==> config.mk <==
export PLATFORM = sky130hd
export DESIGN_NAME = issue_stage_flat
export DESIGN_NICKNAME = d
export VERILOG_FILES = /design/src/rtl/issue_stage_if.sv /design/src/rtl/issue_stage.sv /design/src/flat_wrapper.sv
export SDC_FILE = /design/constraint.sdc
export NUM_CORES = 2
export LEC_CHECK = 0
export CORE_MARGIN = 4
export CORE_UTILIZATION = 40
export DETAILED_ROUTE_END_ITERATION = 10
export GPL_TIMING_DRIVEN = 0
export SYNTH_ARGS = -nofsm -noshare
export SYNTH_HDL_FRONTEND = slang
export SYNTH_SLANG_ARGS = --single-unit
==> constraint.sdc <==
create_clock -name clk -period 8.69 [get_ports clk]
set_input_delay 0.869 -clock clk [delete_from_list [all_inputs] [get_ports clk]]
set_output_delay 0.869 -clock clk [all_outputs]
set_load 0.05 [all_outputs]
==> src/rtl/issue_stage_if.sv <==
// Fetch, execute and writeback signal bundle for issue_stage.
// The slave modport is the issue stage; the master modport is the surrounding pipeline.
interface issue_stage_if #(
    parameter int unsigned DW = 32
);
    logic          if_valid;
    logic [31:0]   if_pc;
    logic [31:0]   if_instr;
    logic          if_ready;
    logic          flush;
    logic          ex_stall;
    logic          wb_en;
    logic [4:0]    wb_reg;
    logic [DW-1:0] wb_data;
    logic          ex_valid;
    logic [31:0]   ex_pc;
    logic [5:0]    ex_op;
    logic [4:0]    ex_rs;
    logic [4:0]    ex_rt;
    logic [4:0]    ex_rd;
    logic [10:0]   ex_aux;
    logic [DW-1:0] ex_os;
    logic [DW-1:0] ex_ot;
    logic [DW-1:0] ex_imm_dpl;

    modport slave (
        input  if_valid, if_pc, if_instr, flush, ex_stall, wb_en, wb_reg, wb_data,
        output if_ready, ex_valid, ex_pc, ex_op, ex_rs, ex_rt, ex_rd, ex_aux,
               ex_os, ex_ot, ex_imm_dpl
    );

    modport master (
        output if_valid, if_pc, if_instr, flush, ex_stall, wb_en, wb_reg, wb_data,
        input  if_ready, ex_valid, ex_pc, ex_op, ex_rs, ex_rt, ex_rd, ex_aux,
               ex_os, ex_ot, ex_imm_dpl
    );
endinterface

==> src/rtl/issue_stage.sv <==
// Decode/issue stage: field split, 32-entry register file, pending-write scoreboard, registered ex_* outputs.
// Optional ISSUE_FWD_EN: same-cycle writeback bypass into hazard check and operands.
module issue_stage #(
    parameter int unsigned   DW       = 32,
    parameter logic [DW-1:0] RF_RESET = '0
) (
    input  logic         clk,
    input  logic         rst_n,
    issue_stage_if.slave bus
);
    localparam int unsigned NREG = 32;
    localparam int unsigned RW   = 5;
    localparam int unsigned IW   = 16;

    logic [5:0]      op;
    logic [RW-1:0]   rs, rt, rd, dest, ex_dest;
    logic [10:0]     aux;
    logic [IW-1:0]   imm;
    logic            use_rs, use_rt, zext, has_dest;
    logic            pend_rs, pend_rt, hazard, accept, wb_act;
    logic [DW-1:0]   imm_ext, os_val, ot_val;
    logic [NREG-1:0] pending, pending_nxt;
    logic [DW-1:0]   rf [NREG];

    assign op  = bus.if_instr[31:26];
    assign rs  = bus.if_instr[25:21];
    assign rt  = bus.if_instr[20:16];
    assign rd  = bus.if_instr[15:11];
    assign aux = bus.if_instr[10:0];
    assign imm = bus.if_instr[15:0];

    // Per-op destination, source usage and immediate extension
    always_comb begin : decode
        dest   = '0;
        use_rs = 1'b1;
        use_rt = 1'b0;
        zext   = 1'b0;
        case (op)
            6'd0:                begin dest = rd; use_rt = 1'b1; end
            6'd1, 6'd16, 6'd18,
            6'd20:               dest = rt;
            6'd3:                begin dest = rt; use_rs = 1'b0; end
            6'd4, 6'd5, 6'd6:    begin dest = rt; zext = 1'b1; end
            6'd24, 6'd26, 6'd28: use_rt = 1'b1;
            6'd41:               begin dest = RW'(31); use_rs = 1'b0; end
            default:             dest = '0;
        endcase
    end

    assign has_dest = (dest != '0);
    assign imm_ext  = zext ? {{(DW-IW){1'b0}}, imm} : {{(DW-IW){imm[IW-1]}}, imm};
    assign wb_act   = bus.wb_en && (bus.wb_reg != '0);

`ifdef ISSUE_FWD_EN
    logic wb_rs_hit, wb_rt_hit;
    assign wb_rs_hit = wb_act && (bus.wb_reg == rs);
    assign wb_rt_hit = wb_act && (bus.wb_reg == rt);
    assign pend_rs   = pending[rs] && !wb_rs_hit;
    assign pend_rt   = pending[rt] && !wb_rt_hit;
    assign os_val    = wb_rs_hit ? bus.wb_data : rf[rs];
    assign ot_val    = wb_rt_hit ? bus.wb_data : rf[rt];
`else
    assign pend_rs   = pending[rs];
    assign pend_rt   = pending[rt];
    assign os_val    = rf[rs];
    assign ot_val    = rf[rt];
`endif

    // Destination check stays registered: same-cycle wb does not relax WAW
    assign hazard       = (use_rs && pend_rs) || (use_rt && pend_rt) || (has_dest && pending[dest]);
    assign bus.if_ready = !hazard && !bus.ex_stall && !bus.flush;
    assign accept       = bus.if_valid && bus.if_ready;

    // Clears first so a same-cycle set wins; r0 is never pending
    always_comb begin : sb_next
        pending_nxt = pending;
        if (wb_act)
            pending_nxt[bus.wb_reg] = 1'b0;
        if (bus.flush && bus.ex_valid && (ex_dest != '0))
            pending_nxt[ex_dest] = 1'b0;
        if (accept && has_dest)
            pending_nxt[dest] = 1'b1;
        pending_nxt[0] = 1'b0;
    end

    always_ff @(posedge clk or negedge rst_n) begin : sb_reg
        if (!rst_n) pending <= '0;
        else        pending <= pending_nxt;
    end

    // r0 is reset to zero and never written, so reads of r0 need no special case
    always_ff @(posedge clk or negedge rst_n) begin : rf_write
        if (!rst_n) begin
            for (int i = 0; i < int'(NREG); i++)
                rf[i] <= (i == 0) ? '0 : RF_RESET;
        end else if (wb_act) begin
            rf[bus.wb_reg] <= bus.wb_data;
        end
    end

    always_ff @(posedge clk or negedge rst_n) begin : ex_reg
        if (!rst_n) begin
            bus.ex_valid   <= 1'b0;
            bus.ex_pc      <= '0;
            bus.ex_op      <= '0;
            bus.ex_rs      <= '0;
            bus.ex_rt      <= '0;
            bus.ex_rd      <= '0;
            bus.ex_aux     <= '0;
            bus.ex_os      <= '0;
            bus.ex_ot      <= '0;
            bus.ex_imm_dpl <= '0;
            ex_dest        <= '0;
        end else if (accept) begin
            bus.ex_valid   <= 1'b1;
            bus.ex_pc      <= bus.if_pc;
            bus.ex_op      <= op;
            bus.ex_rs      <= rs;
            bus.ex_rt      <= rt;
            bus.ex_rd      <= rd;
            bus.ex_aux     <= aux;
            bus.ex_os      <= os_val;
            bus.ex_ot      <= ot_val;
            bus.ex_imm_dpl <= imm_ext;
            ex_dest        <= dest;
        end else if (bus.flush || !bus.ex_stall) begin
            bus.ex_valid   <= 1'b0;
        end
    end
endmodule

==> src/flat_wrapper.sv <==
// flat-port wrapper written by rule: the top's interface ports become plain ports
module issue_stage_flat 
#(
    parameter int unsigned   DW       = 32,
    parameter logic [DW-1:0] RF_RESET = '0
)
  (clk, rst_n, bus_if_valid, bus_if_pc, bus_if_instr, bus_flush, bus_ex_stall, bus_wb_en, bus_wb_reg, bus_wb_data, bus_if_ready, bus_ex_valid, bus_ex_pc, bus_ex_op, bus_ex_rs, bus_ex_rt, bus_ex_rd, bus_ex_aux, bus_ex_os, bus_ex_ot, bus_ex_imm_dpl);
  issue_stage_if #(.DW(DW)) bus_i ();
  input  logic clk;
  input  logic rst_n;
  input wire logic [$bits(bus_i.if_valid)-1:0] bus_if_valid;
  input wire logic [$bits(bus_i.if_pc)-1:0] bus_if_pc;
  input wire logic [$bits(bus_i.if_instr)-1:0] bus_if_instr;
  input wire logic [$bits(bus_i.flush)-1:0] bus_flush;
  input wire logic [$bits(bus_i.ex_stall)-1:0] bus_ex_stall;
  input wire logic [$bits(bus_i.wb_en)-1:0] bus_wb_en;
  input wire logic [$bits(bus_i.wb_reg)-1:0] bus_wb_reg;
  input wire logic [$bits(bus_i.wb_data)-1:0] bus_wb_data;
  output wire logic [$bits(bus_i.if_ready)-1:0] bus_if_ready;
  output wire logic [$bits(bus_i.ex_valid)-1:0] bus_ex_valid;
  output wire logic [$bits(bus_i.ex_pc)-1:0] bus_ex_pc;
  output wire logic [$bits(bus_i.ex_op)-1:0] bus_ex_op;
  output wire logic [$bits(bus_i.ex_rs)-1:0] bus_ex_rs;
  output wire logic [$bits(bus_i.ex_rt)-1:0] bus_ex_rt;
  output wire logic [$bits(bus_i.ex_rd)-1:0] bus_ex_rd;
  output wire logic [$bits(bus_i.ex_aux)-1:0] bus_ex_aux;
  output wire logic [$bits(bus_i.ex_os)-1:0] bus_ex_os;
  output wire logic [$bits(bus_i.ex_ot)-1:0] bus_ex_ot;
  output wire logic [$bits(bus_i.ex_imm_dpl)-1:0] bus_ex_imm_dpl;
  assign bus_i.if_valid = bus_if_valid;
  assign bus_i.if_pc = bus_if_pc;
  assign bus_i.if_instr = bus_if_instr;
  assign bus_i.flush = bus_flush;
  assign bus_i.ex_stall = bus_ex_stall;
  assign bus_i.wb_en = bus_wb_en;
  assign bus_i.wb_reg = bus_wb_reg;
  assign bus_i.wb_data = bus_wb_data;
  assign bus_if_ready = bus_i.if_ready;
  assign bus_ex_valid = bus_i.ex_valid;
  assign bus_ex_pc = bus_i.ex_pc;
  assign bus_ex_op = bus_i.ex_op;
  assign bus_ex_rs = bus_i.ex_rs;
  assign bus_ex_rt = bus_i.ex_rt;
  assign bus_ex_rd = bus_i.ex_rd;
  assign bus_ex_aux = bus_i.ex_aux;
  assign bus_ex_os = bus_i.ex_os;
  assign bus_ex_ot = bus_i.ex_ot;
  assign bus_ex_imm_dpl = bus_i.ex_imm_dpl;
  issue_stage #(.DW(DW), .RF_RESET(RF_RESET)) u_core (.clk(clk), .rst_n(rst_n), .bus(bus_i));
endmodule
==> results.toml <==
[route]
totalWireLength_um = 211800
dr_total_vias = 39260
drt_first_pass_iters = 7
dr.max_layer_used = "met5"
initialDrtViolationCount = 3672
wl_met2_um = 96690
drc_errors = 0
wl_met1_um = 86930
routed_via_density = 6.136
postRouteAntennaNets = 0
met3_layer_wire_length_in_the_routed_design_um = 18210
wl_per_cell_um = 33.11

[pwr]
intPower_mw = 12.65
switching_power_mw = 5.471
netSwitchingFraction_pct = 30.19
cellPowerDensity_nw_per_um2 = 251.1
clockPowerShare_pct = 32.7
p_leak_nw = 30.57
max-vdd-ir-drop_mv = 0.2257
comb_power_share_pct = 26.3
power.sequential.fraction_pct = 41.0

[synthesis]
synth.distinct_cells = 55
syn-cell-area_um2 = 62030
synthDominantAreaCellType = "dfrtp_1"
synth-warning-count = 0
synth_edf_count = 0
yosys_register_bits = 1190
synthArstFlopShare_pct = 100.0
synthesis.nets = 3941
synth_area_leaders = "dfrtp_1, mux4_2, mux2_2"
synth.yosys.seq_area_share_pct = 48.01
synth.avg_cell_area_um2 = 16.18
netlist_instances = 3834
top_reg_cell_synth = "dfrtp_1"
post-synth-top-area-fraction_pct = 48.01

[setup_path]
critical_path.startpoint_type = "input port"
cp-end-kind = "primary output"
cpMaxStageDelayCell = "clkdlybuf4s50_1"
max_fanout_on_critical_path = 10
criticalPathCategory = "in -> out"
crit_required_ns = 7.82
critical_path.cell_chain = "clkdlybuf4s50_1, clkbuf_1, mux4_2, mux4_2, a31o_1, a2111o_1, nor2_1, clkdlybuf4s50_1"
arrival_ns = 4.93
critical_path.n_buffers_inverters = 3
critPathTopFamily = "buffers and inverters"
critical_path.max_stage_delay_ns = 0.87

[floorplan]
ioPinCount = 269
design.die.area_um2 = 161400
dieWidth_um = 401.8
num_rows = 144
core-area_um2 = 154000
die_height_um = 401.8
floorplan.initialDensity_pct = 40.27

[grt]
globalRouteOverflowTotal = 0
track_usage_pct = 26.15
grt_antenna_before_repair = 3
grt_max_degree = 176
grt_pass1_wl_um = 302900
first_global_vias = 40270

[timing]
timing.setup.tns_ns = 0
final_period_minus_worst_setup_slack_ns = 5.802
slew-limit-headroom_pct = -3.972
layout_setup_ws_ns = 2.888
final-max-slew-violation-count = 28
max_clock_freq_mhz = 172.4
setup-violations-final = 0
timing_worst_slew_pin_value_ns = 1.560
timing.final.hold_violations = 0
final.setup_skew_ns = 0.04410
period_share_pct = 66.77
unrepaired_setup_endpoints_after_global_routing = "false"

[clock_network]
clockRootBuffer = "clkbuf_16"
numClockSinks = 1190
postCtsSetupRepairBufs = 0
cts_tree = "done"
worstSkewPairLatency_ns = 0.79
cts_inserted_buffers = 135
post_cts_clock_slew_at_the_launch_and_capture_registers_of_the_worst_setup_and_hold_paths_ns = 0.06
cts-htree-levels = 4
post_cts_resized = 0
clock_path_buffers = 3

[final_layout]
multi_input_comb_area_um2 = 30240
register_area_um2 = 29780
layout-drive-gt1-share_pct = 49.32
num-fill-cells = 13410
layout.cells.most_common = "dfrtp_1"
syn2layout_area_growth_pct = 16.37
mostFrequentLayoutCells = "dfrtp_1, mux2_2, mux4_2, clkbuf_1, clkdlybuf4s50_1"
number_of_nets_in_the_final_layout = 4355

[outcome]
failed_checks = "capacitance limit, slew limit"
run_status = "finished with violations"

[placed_design]
globalplace.congestion = 0.9208
port_buf_inserts = 258
preCtsSetupSlack_ns = 2.661
detailed_place_hpwl_um = 143900

[flow_run]
cap_viol_max_count = 4

[hold_path]
min_delay_path_class = "reg -> reg"
==> worst paths after layout <==
kind	from	to	slack (ns)	depth (start not counted)
setup / recovery	bus_if_instr[22]	bus_if_ready	2.89	8
hold / removal	u_core.rf[1016]	u_core.rf[1016]	0.48	1
setup reg to reg	u_core.pending[9]	u_core.bus.ex_rt[1]	5.24	9
hold reg to reg	u_core.rf[1016]	u_core.rf[1016]	0.48	1
max in group asynchronous	rst_n	u_core.rf[50]	5.58	5
min in group asynchronous	rst_n	u_core.bus.ex_pc[13]	0.62	2
==> power groups by stage <==
stage,clock (mW),sequential (mW),combinational (mW)
4_1_cts,6.03,7.40,4.81
6_report,5.93,7.42,4.77
3_5_place_dp,0,7.49,4.79
3_3_place_gp,0,7.50,4.72
2_1_floorplan,0,7.95,2.74
5_1_grt,6.26,7.56,5.01
==> stage by stage <==
step                total power, mW  util [%]  area (µm²)  hold slack, ns  instances
finish                        18.13     46.86       72180          0.4753       6398
global placement              12.22     43.60       67170          0.4523       6136
detailed placement            12.28     43.82       67510          0.4639       6149
global route                  18.83     46.85       72170          0.4911       6395
floorplan                     10.69         -       62030          0.4413       3834
CTS                           18.23     46.80       72090          0.4808       6390
==> sequential cells by signal, summed over array words and instances (netlist names) <==
signal                 flops
u_core.bus.ex_rs           5
u_core.rf               1024
u_core.bus.ex_os          32
u_core.ex_dest             5
u_core.bus.ex_pc          32
u_core.pending            31
u_core.bus.ex_ot          32
u_core.bus.ex_op           6
u_core.bus.ex_rt           5
u_core.bus.ex_valid        1
u_core.bus.ex_imm_dpl     17
==> worst reg2reg max path, delay by kind of cell (launching register included) <==
kind | cells | cell delay (ns)
muxes | 4 | 1.66
AOI/OAI and AO/OA | 2 | 0.60
buffers and inverters | 2 | 0.50
DFF | 1 | 0.43
and+or+nand+nor | 1 | 0.15
==> kinds of logic after synthesis <==
logic type	share of synthesized area (%)
AOI/OAI and AO/OA	1.327
DFF	48.01
and+or+nand+nor	1.747
buffers and inverters	3.272
muxes	45.65
==> synthesized netlist by cell type (all sizes together), types with 10 or more instances <==
cell type and n:
nor3 10, nand3 18, mux4 658, buf 154, nand2b 11, inv 15
a21oi 14, a211oi 25, clkbuf 301, dfrtp 1190, o31ai 28, nor2 29
mux2 1158, nand2 152
==> per-layer routing <==
metal | vias to the layer above | global-route usage (%)
li1 | 15630 | -
met1 | 21440 | 35.38
met2 | 1714 | 39.94
met3 | 464 | 7.233
met4 | 2 | 10.93
met5 | - | 0
==> repair_timing <==
action | 4_1_cts | 5_1_grt
hold buffers | 1 | 0
endpoints found under the hold margin | 56 | 0
setup endpoints to repair | 0 | 0
==> layout make-up <==
cell class	count	share of cell area, %
Inverter	15	0.07800
Sequential cell	1190	41.26
Tap cell	2044	3.543
Clock inverter	45	0.8632
Multi-Input combinational cell	2174	41.89
Antenna cell	3	0.01040
Clock buffer	195	5.467
Buffer	455	2.784
Timing Repair Buffer	277	4.112
(Power assumes the default switching activity.)
